**config.mk**
```make
export PLATFORM = sky130hd
export DESIGN_NAME = fpu_op_scheduler
export DESIGN_NICKNAME = d
export VERILOG_FILES = /design/src/rtl/fpu_pkg.sv /design/src/rtl/fpu_sync_fifo.sv /design/src/rtl/fpu_op_scheduler.sv
export SDC_FILE = /design/constraint.sdc
export NUM_CORES = 1
export LEC_CHECK = 0
export ABC_AREA = 1
export CORE_MARGIN = 2
export CORE_UTILIZATION = 45
export CTS_CLUSTER_SIZE = 16
export DETAILED_ROUTE_END_ITERATION = 8
export PLACE_DENSITY_LB_ADDON = 0.15
export SYNTH_ARGS = -nofsm -noshare
export SYNTH_HDL_FRONTEND = slang
export SYNTH_SLANG_ARGS = --single-unit
```
**constraint.sdc**
```tcl
create_clock -name clk -period 8.35 [get_ports clk]
set_input_delay 1.2525 -clock clk [delete_from_list [all_inputs] [get_ports clk]]
set_output_delay 1.2525 -clock clk [all_outputs]
set_load 0.05 [all_outputs]
```
**src/rtl/fpu_pkg.sv**
```systemverilog
// rtl/fpu_pkg.sv - shared FP16 opcode enum, constants and helpers for the FPU scheduler
package fpu_pkg;

  typedef enum logic [2:0] {
    OP_ADD  = 3'd0,
    OP_SUB  = 3'd1,
    OP_MULT = 3'd2,
    OP_DIV  = 3'd3,
    OP_SQRT = 3'd4,
    OP_ABS  = 3'd5,
    OP_MIN  = 3'd6,
    OP_CONV = 3'd7
  } fpu_operations_t;

  localparam logic [15:0] FP16_QNAN = 16'h7E00;
  localparam logic        UNIT_ADD  = 1'b0;
  localparam logic        UNIT_MUL  = 1'b1;

  function automatic logic is_nan16(input logic [15:0] x);
    return (x[14:10] == 5'h1F) && (x[9:0] != 10'd0);
  endfunction

endpackage

```
**src/rtl/fpu_sync_fifo.sv**
```systemverilog
// rtl/fpu_sync_fifo.sv - synchronous FIFO with registered full/empty and occupancy count
module fpu_sync_fifo #(
  parameter int WIDTH = 16,
  parameter int DEPTH = 4
) (
  input  logic                       clk,
  input  logic                       rst,
  input  logic                       push,
  input  logic [WIDTH-1:0]           push_data,
  input  logic                       pop,
  output logic [WIDTH-1:0]           pop_data,
  output logic                       full,
  output logic                       empty,
  output logic [$clog2(DEPTH+1)-1:0] count
);
  localparam int AW = $clog2(DEPTH);
  localparam int CW = $clog2(DEPTH + 1);

  logic [WIDTH-1:0] mem [DEPTH];
  logic [AW-1:0]    wr_ptr;
  logic [AW-1:0]    rd_ptr;
  logic             do_push;
  logic             do_pop;

  assign do_pop   = pop && !empty;
  // A pop frees the slot that a simultaneous push lands in, so full does not block it.
  assign do_push  = push && (!full || do_pop);
  assign pop_data = mem[rd_ptr];

  always_ff @(posedge clk) begin
    if (rst) begin
      wr_ptr <= '0;
      rd_ptr <= '0;
      count  <= '0;
      full   <= 1'b0;
      empty  <= 1'b1;
    end else begin
      if (do_push) begin
        mem[wr_ptr] <= push_data;
        wr_ptr      <= wr_ptr + 1'b1;
      end
      if (do_pop) begin
        rd_ptr <= rd_ptr + 1'b1;
      end
      if (do_push && !do_pop) begin
        count <= count + 1'b1;
        empty <= 1'b0;
        full  <= (count == CW'(DEPTH - 1));
      end else if (do_pop && !do_push) begin
        count <= count - 1'b1;
        full  <= 1'b0;
        empty <= (count == CW'(1));
      end
    end
  end

endmodule

```
**src/rtl/fpu_op_scheduler.sv**
```systemverilog
// rtl/fpu_op_scheduler.sv - in-order, credit-gated command scheduler for the shared FP16 add/mult pipelines
module fpu_op_scheduler
  import fpu_pkg::*;
#(
  parameter int DEPTH = 4
) (
  input  logic        clk,
  input  logic        rst,
  input  logic        cmd_valid,
  output logic        cmd_ready,
  input  logic [2:0]  cmd_op,
  input  logic [15:0] cmd_a,
  input  logic [15:0] cmd_b,
  output logic        add_vin,
  output logic [15:0] add_a,
  output logic [15:0] add_b,
  input  logic        add_vout,
  input  logic [15:0] add_res,
  output logic        mul_vin,
  output logic [15:0] mul_a,
  output logic [15:0] mul_b,
  input  logic        mul_vout,
  input  logic [15:0] mul_res,
  output logic        res_valid,
  input  logic        res_ready,
  output logic [15:0] res_data,
  output logic        res_err,
  input  logic        irq_en,
  output logic        irq,
  output logic        busy
);
  localparam int          CW      = $clog2(DEPTH + 1);
  localparam logic [CW:0] DEPTH_W = (CW + 1)'(DEPTH);

  logic [34:0]     cmd_head;
  logic            cmd_full, cmd_empty;
  logic [CW-1:0]   cmd_count;
  logic [16:0]     res_head;
  logic [16:0]     res_push_data;
  logic            res_full, res_empty, res_push;
  logic [CW-1:0]   res_count;
  logic [CW-1:0]   inflight;
  logic            unit;
  logic [CW:0]     credit_sum;

  fpu_operations_t h_op;
  logic [15:0]     h_a, h_b, local_res, min_res;
  logic            is_add_op, is_mul_op, is_local_op, local_err;
  logic            hazard, credit_ok, issue, add_issue, mul_issue, local_issue;
  logic            add_ret, mul_ret;

  fpu_sync_fifo #(.WIDTH(35), .DEPTH(DEPTH)) u_cmd_fifo (
    .clk(clk), .rst(rst),
    .push(cmd_valid && cmd_ready), .push_data({cmd_op, cmd_a, cmd_b}),
    .pop(issue), .pop_data(cmd_head),
    .full(cmd_full), .empty(cmd_empty), .count(cmd_count)
  );

  fpu_sync_fifo #(.WIDTH(17), .DEPTH(DEPTH)) u_res_fifo (
    .clk(clk), .rst(rst),
    .push(res_push), .push_data(res_push_data),
    .pop(res_ready), .pop_data(res_head),
    .full(res_full), .empty(res_empty), .count(res_count)
  );

  assign h_op = fpu_operations_t'(cmd_head[34:32]);
  assign h_a  = cmd_head[31:16];
  assign h_b  = cmd_head[15:0];

  always_comb begin
    is_add_op   = (h_op == OP_ADD) || (h_op == OP_SUB);
    is_mul_op   = (h_op == OP_MULT);
    is_local_op = !is_add_op && !is_mul_op;
  end

  // In-flight ops all belong to one pipeline; anything else waits so results stay in command order.
  assign hazard     = (inflight != '0) &&
                      (is_local_op || (is_add_op && unit == UNIT_MUL) || (is_mul_op && unit == UNIT_ADD));
  assign credit_sum = {1'b0, res_count} + {1'b0, inflight};
  assign credit_ok  = !res_full && (credit_sum < DEPTH_W);
  assign issue      = !cmd_empty && credit_ok && !hazard;
  assign add_issue  = issue && is_add_op;
  assign mul_issue  = issue && is_mul_op;
  assign local_issue = issue && is_local_op;

  assign add_vin = add_issue;
  assign add_a   = add_issue ? h_a : '0;
  assign add_b   = add_issue ? ((h_op == OP_SUB) ? {~h_b[15], h_b[14:0]} : h_b) : '0;
  assign mul_vin = mul_issue;
  assign mul_a   = mul_issue ? h_a : '0;
  assign mul_b   = mul_issue ? h_b : '0;

  // Sign-magnitude minimum; +0 and -0 compare equal and keep a.
  always_comb begin
    min_res = h_a;
    if (is_nan16(h_a) || is_nan16(h_b)) begin
      min_res = FP16_QNAN;
    end else if (h_a[14:0] == 15'd0 && h_b[14:0] == 15'd0) begin
      min_res = h_a;
    end else if (h_a[15] != h_b[15]) begin
      min_res = h_a[15] ? h_a : h_b;
    end else if (!h_a[15]) begin
      min_res = (h_b[14:0] < h_a[14:0]) ? h_b : h_a;
    end else begin
      min_res = (h_b[14:0] > h_a[14:0]) ? h_b : h_a;
    end
  end

  always_comb begin
    local_res = FP16_QNAN;
    local_err = 1'b0;
    case (h_op)
      OP_ABS:                    local_res = {1'b0, h_a[14:0]};
      OP_MIN:                    local_res = min_res;
      OP_DIV, OP_SQRT, OP_CONV:  local_err = 1'b1;
      default:                   local_err = 1'b0;
    endcase
  end

  assign add_ret       = add_vout && (inflight != '0) && (unit == UNIT_ADD);
  assign mul_ret       = mul_vout && (inflight != '0) && (unit == UNIT_MUL);
  assign res_push      = local_issue || add_ret || mul_ret;
  assign res_push_data = local_issue ? {local_err, local_res}
                                     : {1'b0, (add_ret ? add_res : mul_res)};

  always_ff @(posedge clk) begin
    if (rst) begin
      inflight <= '0;
      unit     <= UNIT_ADD;
    end else begin
      if ((add_issue || mul_issue) && !(add_ret || mul_ret)) begin
        inflight <= inflight + 1'b1;
      end else if (!(add_issue || mul_issue) && (add_ret || mul_ret)) begin
        inflight <= inflight - 1'b1;
      end
      if (add_issue) begin
        unit <= UNIT_ADD;
      end else if (mul_issue) begin
        unit <= UNIT_MUL;
      end
    end
  end

  assign cmd_ready = !cmd_full;
  assign res_valid = !res_empty;
  assign res_data  = res_valid ? res_head[15:0] : '0;
  assign res_err   = res_valid ? res_head[16] : 1'b0;
  assign irq       = res_valid && irq_en;
  assign busy      = (cmd_count != '0) || !res_empty || (inflight != '0);

endmodule

```
==> impl_metrics.env <==
export IMPL_status="finished, final reports clean"
export IMPL_hold_buffers=0
export IMPL_cp_common_cell="nand2_2"
export IMPL_hp_class="reg2reg"
export IMPL_slowest_delay_ps=840
export IMPL_die_w_um=165.8
export IMPL_drive_above_1_share_pct=5.891
export IMPL_ios=161
export IMPL_post_cts_buffers=0
export IMPL_wl_mm=29.82
export IMPL_cp_data_arrival_time_ps=4080
export IMPL_antenna_left=0
export IMPL_coreArea_sq_mm=0.02584
export IMPL_die_h_um=165.8
export IMPL_antenna_cells=0
export IMPL_irDropWorstVdd_mv=0.1889
export IMPL_antenna_found_initial=0
export IMPL_ys_seq_elements=234
export IMPL_slew_viol_final=0
export IMPL_setup_violations=0
export IMPL_synth_seq_area_share_pct=57.47
export IMPL_grt_overflow=0
export IMPL_path_max_fanout=37
export IMPL_grt_use_total_pct=21.34
export IMPL_grt_max_degree=71
export IMPL_rsz0062_at_grt="no"
export IMPL_hold_viol=0
export IMPL_finalSetupTns_ps=0
export IMPL_insertion_delay_ps=520
export IMPL_synthToLayoutAreaGrowth_pct=22.09
export IMPL_grt_first_pass_wirelength_mm=47.19
export IMPL_crit_buf_inv=6
export IMPL_slew_headroom_pct=29.23
export IMPL_fmax_ghz=0.1875
export IMPL_leakagePower_nw=5.738
export IMPL_finClkSkew_ps=14.35
export IMPL_clk_path_buf_depth=3
export IMPL_ctsResizeCount=0
export IMPL_dr_total_vias=9207
export IMPL_drt_vias_per_instance=5.178
export IMPL_place_area_sq_mm=0.01360
export IMPL_synth_cell_types=40
export IMPL_worstSetupEndpointType="output port"
export IMPL_pwr_density_cell_mw_per_mm2=348.1
export IMPL_drtPass1Iterations=5
export IMPL_worst_slew_pin_slew_ps=1058
export IMPL_grt_pass1_vias=8795
export IMPL_ys_warn_count=0
export IMPL_num_rows=59
export IMPL_synthCells=1287
export IMPL_fin_crit_ps=5333
export IMPL_cts_tree="built"
export IMPL_synth_avg_cell_area_sq_um=9.148
export IMPL_start_kind="flip-flop"
export IMPL_cp_slowest_cell="clkdlybuf4s50_1"
export IMPL_cap_violations=0
export IMPL_path_clk_slew_ps=60
export IMPL_port_buffers=160
export IMPL_critPathTopFamily="buffers and inverters"
export IMPL_wl_per_cell_um=16.77
export IMPL_timing_final_crit_share_pct=63.86
export IMPL_worst_ep_required_time_ps=7100
export IMPL_path_cells="buf_4 > inv_4 > nand3_1 > nand2_1 > inv_1 > nand2_2 > inv_2 > nor2_1 > o21ai_2 > nand2_2 > inv_2 > nand2_2 > nor2_1 > clkdlybuf4s50_1"
export IMPL_h_tree_depth=1
export IMPL_initial_core_util_pct=45.57
export IMPL_die_area_sq_mm=0.02747
export IMPL_netlist_area_sq_mm=0.01177
export IMPL_path_class="reg2out"
export IMPL_clock_sinks=234
export IMPL_final_area_sq_mm=0.01438
export IMPL_drc_errors=0
export IMPL_cts_root_buffer="clkbuf_16"
export IMPL_numCtsBuffers=25
export IMPL_drt_iter0_markers=600
export IMPL_dp_hpwl_mm=19.42
export IMPL_syn_num_nets=1400
export IMPL_place_gp_congestion=0.8718
export IMPL_power_mw=5.004
export IMPL_finalNetCount=1538
==> through the flow <==
step	cells	utilization [%]	hold WS (ps)	setup slack [ps]
final	1778	55.64	479.8	3017
after global routing	1778	55.64	521.7	2720
after CTS	1778	55.64	481.5	3010
after detailed placement	1733	52.62	468.1	3573
after global placement	1733	52.62	461.8	3705
after floorplan	1287	-	436.3	4587
==> path summary, 6_finish.rpt <==
path	start	to	slack, ps	cells past startpoint
worst min-delay path	u_cmd_fifo.rd_ptr[1]	u_cmd_fifo.rd_ptr[1]	480	2
worst max-delay path	flip-flop	mul_a[3]	3020	14
worst max register to register	flip-flop	u_res_fifo.mem[3][6]	3720	13
worst min register to register	u_cmd_fifo.rd_ptr[1]	u_cmd_fifo.rd_ptr[1]	480	2
==> sequential cells by signal, indices dropped and copies added, names as in the netlist, 2 cells and up, named ones only <==
name	count
inflight	3
u_res_fifo.rd_ptr	2
u_cmd_fifo.mem	140
u_cmd_fifo.rd_ptr	2
u_res_fifo.count	3
u_res_fifo.mem	68
u_cmd_fifo.count	3
u_res_fifo.wr_ptr	2
u_cmd_fifo.wr_ptr	2
==> synth_stat cells (all sizes together) <==
library cell | n | share of area (%)
inv | 94 | 3.0
dfxtp | 26 | 4.4
xor2 | 4 | 0.30
o21a | 1 | 0.064
nand4 | 8 | 0.48
fa | 1 | 0.17
nand3 | 107 | 4.6
clkbuf | 21 | 0.67
a21boi | 7 | 0.45
nand2 | 387 | 13
ha | 38 | 4.0
a32o | 1 | 0.085
nor2 | 179 | 6.1
clkinv | 2 | 0.064
o211ai | 4 | 0.26
a21oi | 56 | 2.4
nor3 | 14 | 0.68
xnor2 | 2 | 0.15
a31oi | 3 | 0.16
nor3b | 4 | 0.26
o21ai | 78 | 3.4
buf | 36 | 2.2
a32oi | 1 | 0.23
edfxtp | 208 | 53
a211oi | 5 | 0.32
==> worst min-delay path: stages (launching register included) <==
cell and delay (ps):
dfxtp_1 300, inv_1 60, a21oi_1 80
==> logic make-up after synthesis <==
logic type	after synthesis	synth area share, %
AND/OR/NAND/NOR	699	24.57
flip-flops	234	57.47
AO/OA/AOI/OAI	156	7.354
buffers and inverters	153	5.951
adder cells (fa/ha/maj)	39	4.208
XOR/XNOR	6	0.4463
==> where the power goes <==
group | internal [mW] | switching [mW] | total [mW] | leakage [nW]
sequential | 1.48 | 0.0690 | 1.54 | 2.10
combinational | 0.703 | 1.71 | 2.42 | 3.25
clock | 0.618 | 0.425 | 1.04 | 0.383
total | 2.80 | 2.21 | 5.00 | 5.74
==> cell type report <==
class / count / area, sq um
multi-input combinational: 900 / 4382
clock inverter: 9 / 68.82
inverter: 96 / 365.4
fill: 2285 / 11460
tap: 335 / 419.2
clock buffer: 36 / 710.7
timing repair buffer: 168 / 1662
sequential: 234 / 6768
==> metal layers <==
metal  vias up  GRT usage (%)  part of all wire (%)
met5         -              0                     0
met4         0          5.444                   2.0
met3        43          2.884                   6.3
met2       306          36.19                    47
met1      4280          29.13                    45
li1       4578              -                     -
==> cells in the final DEF, fill, tap and decap left out, drive strengths merged, types with 2 or more instances in the layout <==
| master | Yosys | layout |
|---|---|---|
| xnor2 | 2 | 2 |
| a21oi | 56 | 56 |
| a21boi | 7 | 7 |
| nor3b | 4 | 4 |
| nand4 | 8 | 8 |
| buf | 36 | 8 |
| o211ai | 4 | 4 |
| clkdlybuf4s50 | 0 | 160 |
| nor3 | 14 | 14 |
| dfxtp | 26 | 26 |
| clkbuf | 21 | 36 |
| inv | 94 | 94 |
| a31oi | 3 | 3 |
| o21ai | 78 | 78 |
| clkinv | 2 | 9 |
| a211oi | 5 | 5 |
| xor2 | 4 | 4 |
| nand2 | 387 | 387 |
| edfxtp | 208 | 208 |
| nor2 | 179 | 179 |
| nand3 | 107 | 107 |
| ha | 38 | 38 |
Power figures use the tool's default switching activity.
